## config.mk

```make
export PLATFORM = sky130hd
export DESIGN_NAME = ccm_port_arb
export DESIGN_NICKNAME = d
export VERILOG_FILES = /design/src/rtl/ccm_port_arb.sv
export SDC_FILE = /design/constraint.sdc
export NUM_CORES = 1
export LEC_CHECK = 0
export BUFFER_PORTS_ARGS = -buffer_cell sky130_fd_sc_hd__buf_4
export CORE_ASPECT_RATIO = 0.6
export CORE_MARGIN = 4
export CORE_UTILIZATION = 40
export DETAILED_ROUTE_END_ITERATION = 10
export GPL_ROUTABILITY_DRIVEN = 0
export PLACE_DENSITY_LB_ADDON = 0.05
export SLEW_MARGIN = 20
export SYNTH_ARGS = -nofsm -noshare
export SYNTH_HDL_FRONTEND = slang
export SYNTH_SLANG_ARGS = --single-unit
```

## constraint.sdc

```tcl
create_clock -name CLK -period 2.88 [get_ports CLK]
set_clock_uncertainty 0.05 [all_clocks]
set_input_delay 0.576 -clock CLK [delete_from_list [all_inputs] [get_ports CLK]]
set_output_delay 0.576 -clock CLK [all_outputs]
set_load 0.02 [all_outputs]
```

## src/rtl/ccm_port_arb.sv

```systemverilog
// Single-port CCM arbiter: LSU/IFU grant with IFU starvation guard, byte-to-word
// address conversion, and one-cycle-later aligned/extended load responses.
module ccm_port_arb #(
  parameter int MAX_WAIT = 4,
  parameter int CNT_W    = 4
) (
  input  logic        CLK,
  input  logic        RST,
  input  logic        lsu_valid,
  output logic        lsu_ready,
  input  logic [31:0] lsu_addr,
  input  logic        lsu_we,
  input  logic [1:0]  lsu_size,
  input  logic        lsu_unsigned,
  input  logic [31:0] lsu_wdata,
  output logic        lsu_rsp_valid,
  output logic [31:0] lsu_rsp_rdata,
  output logic        lsu_rsp_err,
  input  logic        ifu_valid,
  output logic        ifu_ready,
  input  logic [31:0] ifu_addr,
  output logic        ifu_rsp_valid,
  output logic [31:0] ifu_rsp_rdata,
  output logic        ifu_rsp_err,
  output logic [31:0] mem_adr,
  output logic [31:0] mem_d,
  output logic        mem_we,
  output logic [1:0]  mem_store_type,
  output logic [1:0]  mem_store_offset,
  input  logic [31:0] mem_q
);

  localparam logic [CNT_W-1:0] WAIT_MAX = CNT_W'(MAX_WAIT);

  logic [CNT_W-1:0] r_wait_cnt;
  logic [31:0]      r_mem_adr;
  logic [31:0]      r_mem_d;
  logic [1:0]       r_mem_st_type;
  logic [1:0]       r_mem_st_off;

  logic             r_rsp_pend;
  logic             r_rsp_own;
  logic             r_rsp_err;
  logic [1:0]       r_ld_size;
  logic             r_ld_uns;
  logic [1:0]       r_ld_off;
  logic             r_rsp_st;

  logic             w_lsu_err;
  logic             w_ifu_err;
  logic             w_ifu_pri;
  logic             w_gnt_lsu;
  logic             w_gnt_ifu;
  logic             w_gnt_any;
  logic [31:0]      w_sel_addr;
  logic [31:0]      w_st_data;
  logic [31:0]      w_shift;
  logic [31:0]      w_ld_ext;
  logic [31:0]      w_rsp_data;
  logic             w_rsp_live;

  always_comb begin
    case (lsu_size)
      2'b11:   w_lsu_err = (lsu_addr[1:0] != 2'b00);
      2'b10:   w_lsu_err = lsu_addr[0];
      2'b01:   w_lsu_err = 1'b0;
      default: w_lsu_err = 1'b1;
    endcase
  end

  assign w_ifu_err = |ifu_addr[1:0];

  // IFU wins only after MAX_WAIT consecutive stalled cycles; LSU otherwise.
  assign w_ifu_pri = (r_wait_cnt == WAIT_MAX);
  assign w_gnt_ifu = !RST && ifu_valid && (w_ifu_pri || !lsu_valid);
  assign w_gnt_lsu = !RST && lsu_valid && !(w_ifu_pri && ifu_valid);
  assign w_gnt_any = w_gnt_ifu || w_gnt_lsu;

  assign lsu_ready = w_gnt_lsu;
  assign ifu_ready = w_gnt_ifu;

  assign w_sel_addr = w_gnt_ifu ? ifu_addr : lsu_addr;

  always_comb begin
    case (lsu_size)
      2'b01:   w_st_data = {24'h000000, lsu_wdata[7:0]};
      2'b10:   w_st_data = {16'h0000, lsu_wdata[15:0]};
      default: w_st_data = lsu_wdata;
    endcase
  end

  // Without a grant the CCM pins keep their last value so the array sees no new access.
  assign mem_adr          = w_gnt_any ? {2'b00, w_sel_addr[31:2]} : r_mem_adr;
  assign mem_store_offset = w_gnt_any ? w_sel_addr[1:0] : r_mem_st_off;
  assign mem_store_type   = w_gnt_lsu ? lsu_size : (w_gnt_ifu ? 2'b11 : r_mem_st_type);
  assign mem_d            = w_gnt_lsu ? w_st_data : r_mem_d;
  assign mem_we           = w_gnt_lsu && lsu_we && !w_lsu_err;

  always_ff @(posedge CLK) begin
    if (RST) begin
      r_mem_adr     <= '0;
      r_mem_d       <= '0;
      r_mem_st_type <= '0;
      r_mem_st_off  <= '0;
    end else if (w_gnt_any) begin
      r_mem_adr     <= mem_adr;
      r_mem_d       <= mem_d;
      r_mem_st_type <= mem_store_type;
      r_mem_st_off  <= mem_store_offset;
    end
  end

  always_ff @(posedge CLK) begin
    if (RST) begin
      r_wait_cnt <= '0;
    end else if (!ifu_valid || w_gnt_ifu) begin
      r_wait_cnt <= '0;
    end else if (r_wait_cnt != WAIT_MAX) begin
      r_wait_cnt <= r_wait_cnt + 1'b1;
    end
  end

  always_ff @(posedge CLK) begin
    if (RST) begin
      r_rsp_pend <= 1'b0;
      r_rsp_own  <= 1'b0;
      r_rsp_err  <= 1'b0;
      r_ld_size  <= 2'b00;
      r_ld_uns   <= 1'b0;
      r_ld_off   <= 2'b00;
      r_rsp_st   <= 1'b0;
    end else begin
      r_rsp_pend <= w_gnt_any;
      if (w_gnt_any) begin
        r_rsp_own <= w_gnt_ifu;
        r_rsp_err <= w_gnt_ifu ? w_ifu_err : w_lsu_err;
        r_ld_size <= w_gnt_ifu ? 2'b11 : lsu_size;
        r_ld_uns  <= w_gnt_ifu ? 1'b1 : lsu_unsigned;
        r_ld_off  <= w_sel_addr[1:0];
        r_rsp_st  <= w_gnt_lsu && lsu_we;
      end
    end
  end

  assign w_shift = mem_q >> {r_ld_off, 3'b000};

  always_comb begin
    case (r_ld_size)
      2'b01:   w_ld_ext = {{24{!r_ld_uns && w_shift[7]}}, w_shift[7:0]};
      2'b10:   w_ld_ext = {{16{!r_ld_uns && w_shift[15]}}, w_shift[15:0]};
      default: w_ld_ext = w_shift;
    endcase
  end

  // Store responses ignore Q (the CCM drives 0 then); errors never carry data.
  assign w_rsp_data = (r_rsp_err || r_rsp_st) ? 32'h0 : w_ld_ext;
  // A grant taken just before RST rises must not produce a response.
  assign w_rsp_live = r_rsp_pend && !RST;

  assign lsu_rsp_valid = w_rsp_live && !r_rsp_own;
  assign lsu_rsp_rdata = lsu_rsp_valid ? w_rsp_data : 32'h0;
  assign lsu_rsp_err   = lsu_rsp_valid && r_rsp_err;

  assign ifu_rsp_valid = w_rsp_live && r_rsp_own;
  assign ifu_rsp_rdata = ifu_rsp_valid ? w_rsp_data : 32'h0;
  assign ifu_rsp_err   = ifu_rsp_valid && r_rsp_err;

endmodule

```

# Word-level counts from Yosys, hierarchy flattened

Cells that the tools add are included.

Add/subtract/negate cells: 1
Equality and inequality tests: 7
Shifts and indexed selects: 1
Muxes and demuxes: 15
Reductions and logical operators: 28

Operator list:

| kind                  | count |
|---|---|
| $mux W32              | 6 |
| $pmux W32 S2          | 2 |
| $shr A32 B5 Y32       | 1 |
| $logic_and A1 B1 Y1   | 14 |
| $mux W2               | 4 |
| $logic_not A1 Y1      | 7 |
| $eq A2 B2 Y1 const B  | 3 |
| $add A4 B1 Y4 const B | 1 |
| $eq A2 B1 Y1 const B  | 2 |
| $eq A4 B3 Y1 const B  | 1 |
| $logic_or A1 B1 Y1    | 4 |
| $ne A4 B3 Y1 const B  | 1 |
| $reduce_or A2 Y1      | 2 |
| $pmux W1 S3           | 1 |
| $mux W1               | 2 |
| $reduce_bool A2 Y1    | 1 |

Bits in registers: 81
Input port bits: 136
Output and inout port bits: 139

# Longest topological paths before layout

Gate-level depths: netlist of the first run.

Word-level depth: 6
Gate-level depth with buffers: 10

# Worst setup path before layout of the first run

No wires, ideal clock.

Path kind: input to output
Start: input RST
End: output lsu_rsp_rdata[26]
Arrival: 2.374 ns
Data required time: 2.254 ns
Slack: -0.120 ns
Stages: 5
Path through: clkbuf_1 > nor3b_1 > nand2_1 > clkbuf_1 > nor3_1

Word-level cells in the longest chain between the ends: 4

Ends and longest elaborated chain:

| element             | line | text |
|---|---|---|
| from (decl)         | 8    | `input logic RST,` |
| $logic_not A1 Y1    | 158  | `assign w_rsp_live = r_rsp_pend && !RST;` |
| $logic_and A1 B1 Y1 | 158  |  |
| $logic_and A1 B1 Y1 | 160  | `assign lsu_rsp_valid = w_rsp_live && !r_rsp_own;` |
| via lsu_rsp_valid   | 16   | `output logic lsu_rsp_valid,` |
| $mux W32            | 161  | `assign lsu_rsp_rdata = lsu_rsp_valid ? w_rsp_data : 32'h0;` |
| to (decl)           | 17   | `output logic [31:0] lsu_rsp_rdata,` |

The timed path passes the listed nets, and every way through them passes these cells.

# Final worst setup path of the first run

Start: register r_wait_cnt[0]
End: output mem_adr[22]

Word-level cells in the longest chain between the ends: 6

Ends and longest elaborated chain:

| element                | line | text |
|---|---|---|
| from (decl)            | 35   | `logic [CNT_W-1:0] r_wait_cnt;` |
| from (signal assigned) | 119  | `r_wait_cnt <= r_wait_cnt + 1'b1;` |
| $eq A4 B3 Y1 (*)       | 74   | `assign w_ifu_pri = (r_wait_cnt == WAIT_MAX);` |
| $logic_and A1 B1 Y1    | 76   | `assign w_gnt_lsu = !RST && lsu_valid && !(w_ifu_pri && ifu_valid);` |
| $logic_not A1 Y1       | 76   |  |
| $logic_and A1 B1 Y1    | 76   |  |
| $logic_or A1 B1 Y1     | 77   | `assign w_gnt_any = w_gnt_ifu \|\| w_gnt_lsu;` |
| $mux W32 (*)           | 93   | `assign mem_adr = w_gnt_any ? {2'b00, w_sel_addr[31:2]} : r_mem_adr;` |
| to (decl)              | 25   | `output logic [31:0] mem_adr,` |

Every way passes the cells marked *; elsewhere a longest branch is shown, timed or not.

==> results of run 1 <==
## layout make-up
type | count | area [um2]
clock buffers | 11 | 243
clock inverters | 5 | 86.3
fillers | 1010 | 3770
inverters | 11 | 53.8
multi-input cells | 522 | 3650
flip-flops and latches | 81 | 1630
well taps | 165 | 206
repair buffers | 333 | 2660
## cells by family after synthesis
kind of cell	after synthesis	synth area share
AND/OR/NAND/NOR	285	0.267
XOR/XNOR	2	0.00342
adder cells (fa/ha/maj)	7	0.0171
AO/OA/AOI/OAI	164	0.192
buffers and inverters	70	0.0712
flip-flops	81	0.316
multiplexers	64	0.133
## through the flow
stage               worst slack, ns  instance area (um2)
floorplan                     0.125                 5130
global placement             -0.126                 7310
detailed placement          0.00805                 7320
CTS                         -0.0970                 8270
global route                 -0.117                 8530
finish                      -0.0486                 8530
## layer usage
metal | GRT usage | vias to the layer above
li1 | - | 2912
met1 | 0.287 | 2751
met2 | 0.425 | 231
met3 | 0.0818 | 34
met4 | 0.0691 | 0
met5 | 0 | -
## worst max-delay path: stages, from the launching register on
cell and delay [ns]:
dfxtp_2 0.34, inv_2 0.04, ha_4 0.15, and4b_1 0.21, or3_4 0.38, clkinv_8 0.10
buf_8 0.11, buf_12 0.15, mux2i_4 0.26, a21oi_2 0.07, buf_4 0.16
## Yosys cell counts (12+ instances only)
| library cell | number |
|---|---|
| mux2i_1 | 48 |
| o21ai_0 | 37 |
| nand2_1 | 69 |
| nor2_1 | 107 |
| clkbuf_1 | 38 |
| a211oi_1 | 34 |
| and3_1 | 19 |
| nand2b_1 | 18 |
| nor2b_1 | 12 |
| dfxtp_1 | 81 |
| mux2_2 | 12 |
| or3_1 | 16 |
| nor3_1 | 18 |
| a21oi_1 | 66 |
## where the power goes
part / total, uW / internal (uW) / switching (uW)
clock: 1260 / 790 / 472
combinational: 1250 / 612 / 639
sequential: 1230 / 1190 / 42.1
## worst min path at each step
stage                        startpoint            end  slack [ns]  cells after the start
after global routing                RST      r_rsp_own        0.42                      2
final                       r_mem_d[18]    r_mem_d[18]        0.41                      2
after global placement      r_mem_d[22]    r_mem_d[22]        0.39                      2
after CTS                           RST      r_rsp_own        0.40                      2
after floorplan           r_wait_cnt[0]  r_wait_cnt[0]        0.38                      1
after detailed placement    r_mem_d[18]    r_mem_d[18]        0.40                      2
## repair_timing
item                                    in CTS  in global routing
endpoints found under the setup margin     110                 89
resized for setup                           68                 59
setup buffers                               29                  5
gates cloned                                 2                  1
pin swaps                                   23                  7
## cell usage in the layout (no fill, tap or decap), types with 23 or more instances in the layout
| master | n |
|---|---|
| a211oi_1 | 34 |
| a21oi_1 | 51 |
| buf_4 | 303 |
| buf_6 | 23 |
| dfxtp_1 | 77 |
| mux2i_4 | 24 |
| nand2_1 | 69 |
| nor2_1 | 107 |
| o21ai_0 | 35 |
## flip-flops by register name, summed over array words and instances (netlist names), 2 cells and up
register / cells
r_mem_st_type: 2
r_mem_adr: 32
r_mem_d: 32
r_ld_size: 2
r_wait_cnt: 4
r_ld_off: 2
r_mem_st_off: 2
==> flow_summary.json, run 1 <==
{
  "wl_met2_um": 9300,
  "crit_fanout": 7,
  "startpoint_type": "register",
  "synth.area.top_cells": "dfxtp_1 32%, mux2i_1 9.4%, nor2_1 7.8%",
  "drv_cap": 0,
  "tightest_slew_ns": 0.782,
  "post-place-cells": 1078,
  "grt_start_max_net_pins": 48,
  "design.core.area_um2": 12300,
  "post-dp-hpwl_um": 14100,
  "fp.dieArea_um2": 14800,
  "min_path_type": "reg2reg",
  "firstDrtPassIters": 5,
  "cp-startpoint": "r_wait_cnt[0]",
  "start_util": 0.417,
  "avgSynthCellArea_um2": 7.62,
  "gr-total-overflow": 0,
  "clk_latency_ns": 0.33,
  "timing.rr.end": "r_mem_adr[25]",
  "fin_total_pwr_uw": 3740,
  "cp_data_arrival_time_ns": 2.30,
  "async_flop_share": 0,
  "drv_slew": 0,
  "m1WireLength_um": 7720,
  "path_clk_slew_ns": 0.06,
  "grt_pass1_wl_um": 29300,
  "ant_nets": 0,
  "port_buffers": 274,
  "fp.dieW_um": 154,
  "cts.sink_count": 81,
  "cts_max_path_buffers": 2,
  "wl_per_cell_um": 17.0,
  "grt_pass1_vias": 5894,
  "violations": "negative setup slack",
  "yosysTopAreaCell": "dfxtp_1",
  "cp-end-kind": "primary output",
  "ys_ff_latch": 81,
  "finalSetupTns_ns": -0.260,
  "setup_viol": 8,
  "final_nets": 1101,
  "synth-seq-area-share": 0.316,
  "stdcell_count": 1128,
  "ios": 275,
  "setup_ws_ns": -0.0486,
  "viasPerCell": 5.26,
  "wl_um": 19100,
  "synth-edff-count": 0,
  "antennaDiodeCount": 0,
  "wl_met3_um": 1690,
  "slew-limit-headroom": 0.478,
  "path_class": "reg2out",
  "finalHoldViolCount": 0,
  "utilization": 0.693,
  "status": "complete, but fails checks",
  "leakage_uw": 0.00381,
  "cts_inserted_buffers": 9,
  "synth_warnings": 0,
  "fmax_mhz": 341,
  "r2r_setup_slack_ns": 0.64,
  "ctsHtreeMaxLevel": 3,
  "synth_nets": 816,
  "rsz0062_at_grt": "true",
  "syn_to_final_growth_pct": 66.2,
  "rows": 31,
  "antenna_found_initial": 0,
  "fin_crit_sh": 1.02,
  "synthDominantCellAreaShare": 0.316,
  "crit_end": "mem_adr[22]",
  "synthFlopType": "dfxtp_1",
  "dr_total_vias": 5928,
  "top_layer": "met4",
  "synth_cell_types": 48,
  "drc": 0,
  "drtIter0Drc": 236,
  "holdBufCountCts": 0,
  "worstReg2RegStart": "r_wait_cnt[0]",
  "cp.required_ns": 2.25,
  "p_per_area_nw_per_um2": 439,
  "die_h_um": 95.7,
  "grt_usage": 0.243,
  "whs_ns": 0.407,
  "period_needed_ns": 2.93,
  "cts_tree": "built",
  "clockRootBuffer": "clkbuf_16",
  "drive_gt1_frac": 0.452,
  "syn-cell-area_um2": 5130,
  "irDropWorstVdd_mv": 0.363,
  "reg2reg_depth": 8,
  "syn_inst": 673
}
No activity file was read; power rests on OpenSTA's default activity.
==> run 2, diff against run 1 <==
CORE_MARGIN = 10   (was 4)
CORE_UTILIZATION = 46   (was 40)
==> flow_summary.json, run 2 (same netlist as run 1, synthesis figures left out) <==
{
  "fin_crit_sh": 1.02,
  "finalHoldViolCount": 0,
  "tightest_slew_ns": 0.854,
  "violations": "negative setup slack",
  "drtIter0Drc": 421,
  "ctsHtreeMaxLevel": 3,
  "final_common_cell": "buf_4",
  "final_cell_mix": "299 x buf_4, 107 x nor2_1, 78 x dfxtp_1",
  "crit_fanout": 8,
  "min_path_type": "reg2reg",
  "drv_slew": 0,
  "dr_total_vias": 6286,
  "irDropWorstVdd_mv": 0.332,
  "die_h_um": 102,
  "drc": 0,
  "rows": 29,
  "design.core.area_um2": 10700,
  "r2r_setup_slack_ns": 0.56,
  "setup_viol": 17,
  "crit_end": "mem_adr[14]",
  "utilization": 0.819,
  "cp-end-kind": "primary output",
  "worstReg2RegStart": "r_wait_cnt[1]",
  "cp_data_arrival_time_ns": 2.32,
  "cp-startpoint": "r_wait_cnt[1]",
  "syn_to_final_growth_pct": 71.5,
  "final_nets": 1111,
  "ant_nets": 0,
  "finalSetupTns_ns": -0.439,
  "fp.dieW_um": 156,
  "period_needed_ns": 2.94,
  "firstDrtPassIters": 5,
  "reg2reg_depth": 9,
  "grt_pass1_vias": 6207,
  "p_per_area_nw_per_um2": 433,
  "path_class": "reg2out",
  "port_buffers": 274,
  "cts.sink_count": 81,
  "wl_um": 23500,
  "startpoint_type": "register",
  "reg.largest.list": "r_mem_adr: 32 flops, r_mem_d: 32 flops, r_wait_cnt: 4 flops",
  "gr-total-overflow": 0,
  "timing.rr.end": "r_mem_d[21]",
  "cts_max_path_buffers": 2,
  "fin_total_pwr_uw": 3810,
  "clockRootBuffer": "clkbuf_16",
  "dpl_worst_slack_ns": -0.149,
  "antennaDiodeCount": 0,
  "ios": 275,
  "drv_cap": 0,
  "viasPerCell": 5.65,
  "clk_latency_ns": 0.34,
  "fmax_mhz": 340,
  "grt_start_max_net_pins": 48,
  "cts_tree": "built",
  "grt_pass1_wl_um": 32700,
  "leakage_uw": 0.00390,
  "wl_per_cell_um": 21.1,
  "slew-limit-headroom": 0.431,
  "status": "complete, but fails checks",
  "start_util": 0.478,
  "path_clk_slew_ns": 0.06,
  "cp.required_ns": 2.25,
  "holdBufCountCts": 0,
  "setup_ws_ns": -0.0649,
  "drive_gt1_frac": 0.472,
  "antenna_found_initial": 0,
  "rsz0062_at_grt": "true",
  "cts_inserted_buffers": 9,
  "fp.dieArea_um2": 15900,
  "post-dp-hpwl_um": 15900,
  "grt_usage": 0.254
}
-- run 2: layout make-up --
type                            instances  area (um2)
Clock buffer                           11         253
Tap cell                              139         174
Inverter                               11        53.8
Timing Repair Buffer                  343        2850
Multi-Input combinational cell        522        3780
Fill cell                             666        1940
Clock inverter                          5        62.6
Sequential cell                        81        1630
-- run 2: worst min path at each step --
stage	depth (start not counted)	end	from
after floorplan	1	r_wait_cnt[0]	r_wait_cnt[0]
after global placement	1	r_wait_cnt[0]	r_wait_cnt[0]
after detailed placement	2	r_mem_d[24]	r_mem_d[24]
after CTS	2	r_mem_d[24]	r_mem_d[24]
after global routing	2	r_mem_d[23]	r_mem_d[23]
final	2	r_mem_d[23]	r_mem_d[23]
-- run 2: power by group --
group	switching (uW)	total, uW	internal, uW
Clock	488	1210	724
Sequential	49.4	1240	1190
Combinational	703	1360	657
-- run 2: worst max-delay path: stages (launching register included) --
cell and delay (ns):
dfxtp_2 0.35, inv_2 0.05, ha_4 0.15, and4b_1 0.19, or3_4 0.37, clkinv_8 0.10
buf_12 0.11, buf_16 0.16, mux2i_4 0.28, a21oi_2 0.09, buf_6 0.14
-- run 2: layer usage --
layer | GRT usage | vias up | wire length, um
met3 | 0.0914 | 54 | 2170
met1 | 0.277 | 2995 | 8610
met2 | 0.458 | 299 | 12100
met4 | 0.0758 | 0 | 569
li1 | - | 2938 | -
met5 | 0 | - | 0
-- run 2: stage by stage --
step / std cells / hold WS, ns / cell area, um2
after floorplan: 673 / 0.380 / 5130
after global placement: 1052 / 0.392 / 7290
final: 1112 / 0.409 / 8800
after global routing: 1112 / 0.435 / 8800
after CTS: 1095 / 0.406 / 8310
after detailed placement: 1052 / 0.397 / 7290
-- run 2: what timing repair did --
item	CTS	global route
gates resized for setup	83	74
pin swaps	14	13
cloned	3	2
setup buffers	24	17
setup endpoints to repair	101	111
==> run 3, diff against run 2 <==
CELL_PAD_IN_SITES_DETAIL_PLACEMENT = 1   (was unset)
CELL_PAD_IN_SITES_GLOBAL_PLACEMENT = 2   (was unset)
CORE_UTILIZATION = 24   (was 46)
MAX_ROUTING_LAYER = met4   (was unset)
==> flow_summary.json, run 3 (same netlist as run 1, synthesis figures left out) <==
{
  "final_nets": 1133,
  "cp-end-kind": "primary output",
  "r2r_setup_slack_ns": 0.48,
  "p_per_area_nw_per_um2": 414,
  "tightest_slew_ns": 0.495,
  "pwr-share-seq": 0.321,
  "setup_ws_ns": -0.0930,
  "final_common_cell": "buf_4",
  "p_sw_frac": 0.322,
  "fin_total_pwr_uw": 3860,
  "clk_latency_ns": 0.34,
  "clock_power_share": 0.306,
  "crit_fanout": 6,
  "holdBufCountCts": 0,
  "start_util": 0.244,
  "drive_gt1_frac": 0.495,
  "fmax_mhz": 336,
  "finalHoldViolCount": 0,
  "wl_met3_um": 1830,
  "final_cell_mix": "303 x buf_4, 107 x nor2_1, 77 x dfxtp_1",
  "critical_path.cell_chain": "inv_2 -> ha_4 -> and4b_1 -> or3_4 -> clkinv_8 -> buf_4 -> buf_12 -> mux2i_4 -> a21oi_1 -> buf_4",
  "m1WireLength_um": 11700,
  "drtIter0Drc": 263,
  "p_switching_uw": 1240,
  "die_h_um": 133,
  "cts_tree": "built",
  "setup_viol": 39,
  "utilization": 0.443,
  "drv_slew": 0,
  "n_fill_cell": 2443,
  "viasPerCell": 4.81,
  "grt_pass1_wl_um": 38000,
  "post-dp-hpwl_um": 19400,
  "path_class": "reg2out",
  "grt_pass1_vias": 6367,
  "port_buffers": 274,
  "slowest_stage": "or3_4",
  "fp.dieArea_um2": 27800,
  "violations": "negative setup slack",
  "ctsHtreeMaxLevel": 3,
  "grt_start_max_net_pins": 61,
  "leakage_uw": 0.00405,
  "fin_crit_sh": 1.03,
  "whs_ns": 0.405,
  "wl_per_cell_um": 20.7,
  "wl_met2_um": 12700,
  "drv_cap": 0,
  "cpMostUsedCell": "buf_4",
  "cts.sink_count": 81,
  "dr_total_vias": 6143,
  "drc": 0,
  "cts_inserted_buffers": 9,
  "top_layer": "met4",
  "syn_to_final_growth_pct": 81.4,
  "cp_data_arrival_time_ns": 2.35,
  "critical-path-top-delay-family": "simple AND/OR/NAND/NOR gates",
  "path_clk_slew_ns": 0.06,
  "path_buf_inv": 5,
  "grt_usage": 0.175,
  "p_int_uw": 2610,
  "rsz0062_at_grt": "true",
  "firstDrtPassIters": 4,
  "cts_max_path_buffers": 2,
  "rows": 41,
  "ant_nets": 0,
  "crit_path_max_incr_delay_ns": 0.38,
  "status": "complete, but fails checks",
  "ios": 275,
  "design.core.area_um2": 21000,
  "slew-limit-headroom": 0.670,
  "min_path_type": "reg2reg",
  "period_needed_ns": 2.97,
  "wl_um": 26400,
  "cp.required_ns": 2.25,
  "fp.dieW_um": 209,
  "clockRootBuffer": "clkbuf_16",
  "power_frac_comb": 0.373,
  "startpoint_type": "register",
  "antenna_found_initial": 2,
  "irDropWorstVdd_mv": 0.254,
  "reg.largest.list": "r_mem_adr: 32 flops, r_mem_d: 32 flops, r_wait_cnt: 4 flops",
  "gr-total-overflow": 0
}
-- run 3: tightest hold or removal path, delay by kind of cell (launching register included) --
| kind | cells | cell delay, ns |
|---|---|---|
| AO/OA/AOI/OAI | 1 | 0.05 |
| flip-flops | 1 | 0.31 |
| AND/OR/NAND/NOR | 1 | 0.05 |
-- run 3: final cells by class --
| type | instances | area [um2] | share of cell area |
|---|---|---|---|
| repair buffers | 365 | 3170 | 0.341 |
| inverters | 11 | 53.8 | 0.00578 |
| flip-flops and latches | 81 | 1630 | 0.175 |
| multi-input cells | 522 | 3800 | 0.408 |
| clock buffers | 12 | 256 | 0.0276 |
| well taps | 279 | 349 | 0.0375 |
| clock inverters | 3 | 40.0 | 0.00430 |
| diodes | 4 | 10.0 | 0.00108 |
-- run 3: layer usage --
metal	up-vias	global-route usage
met1	3004	0.211
met5	-	-
met3	13	0.0656
li1	2993	-
met2	133	0.277
met4	0	0.0298
-- run 3: final timing paths --
kind                 startpoint            end  cells after the start
setup / recovery  r_wait_cnt[0]    mem_adr[25]                     10
hold / removal      r_mem_d[18]    r_mem_d[18]                      2
setup reg to reg  r_wait_cnt[0]  r_mem_adr[23]                     13
hold reg to reg     r_mem_d[18]    r_mem_d[18]                      2
-- run 3: repair_timing --
action / in CTS / in global routing
setup buffers: 34 / 26
gates cloned: 2 / 3
setup endpoints to repair: 90 / 91
resized for setup: 103 / 104
pin swaps: 21 / 15
-- run 3: per-stage QoR --
| step | instance area, um2 | instances | TNS (ns) | setup WS (ns) |
|---|---|---|---|---|
| 3_3_place_gp | 7540 | 1196 | 0 | 0.133 |
| 4_1_cts | 8560 | 1247 | -5.47 | -0.158 |
| 2_1_floorplan | 5130 | 673 | 0 | 0.125 |
| 6_report | 9310 | 1277 | -1.72 | -0.0930 |
| 5_1_grt | 9300 | 1275 | -5.93 | -0.189 |
| 3_5_place_dp | 7540 | 1196 | 0 | 0.0445 |
-- run 3: power groups by stage --
stage | clock, uW | combinational, uW | sequential (uW)
6_report | 1180 | 1440 | 1240
4_1_cts | 1210 | 1270 | 1230
3_3_place_gp | 0 | 1090 | 1240
3_5_place_dp | 0 | 1110 | 1240
2_1_floorplan | 0 | 605 | 1230
5_1_grt | 1270 | 1540 | 1240
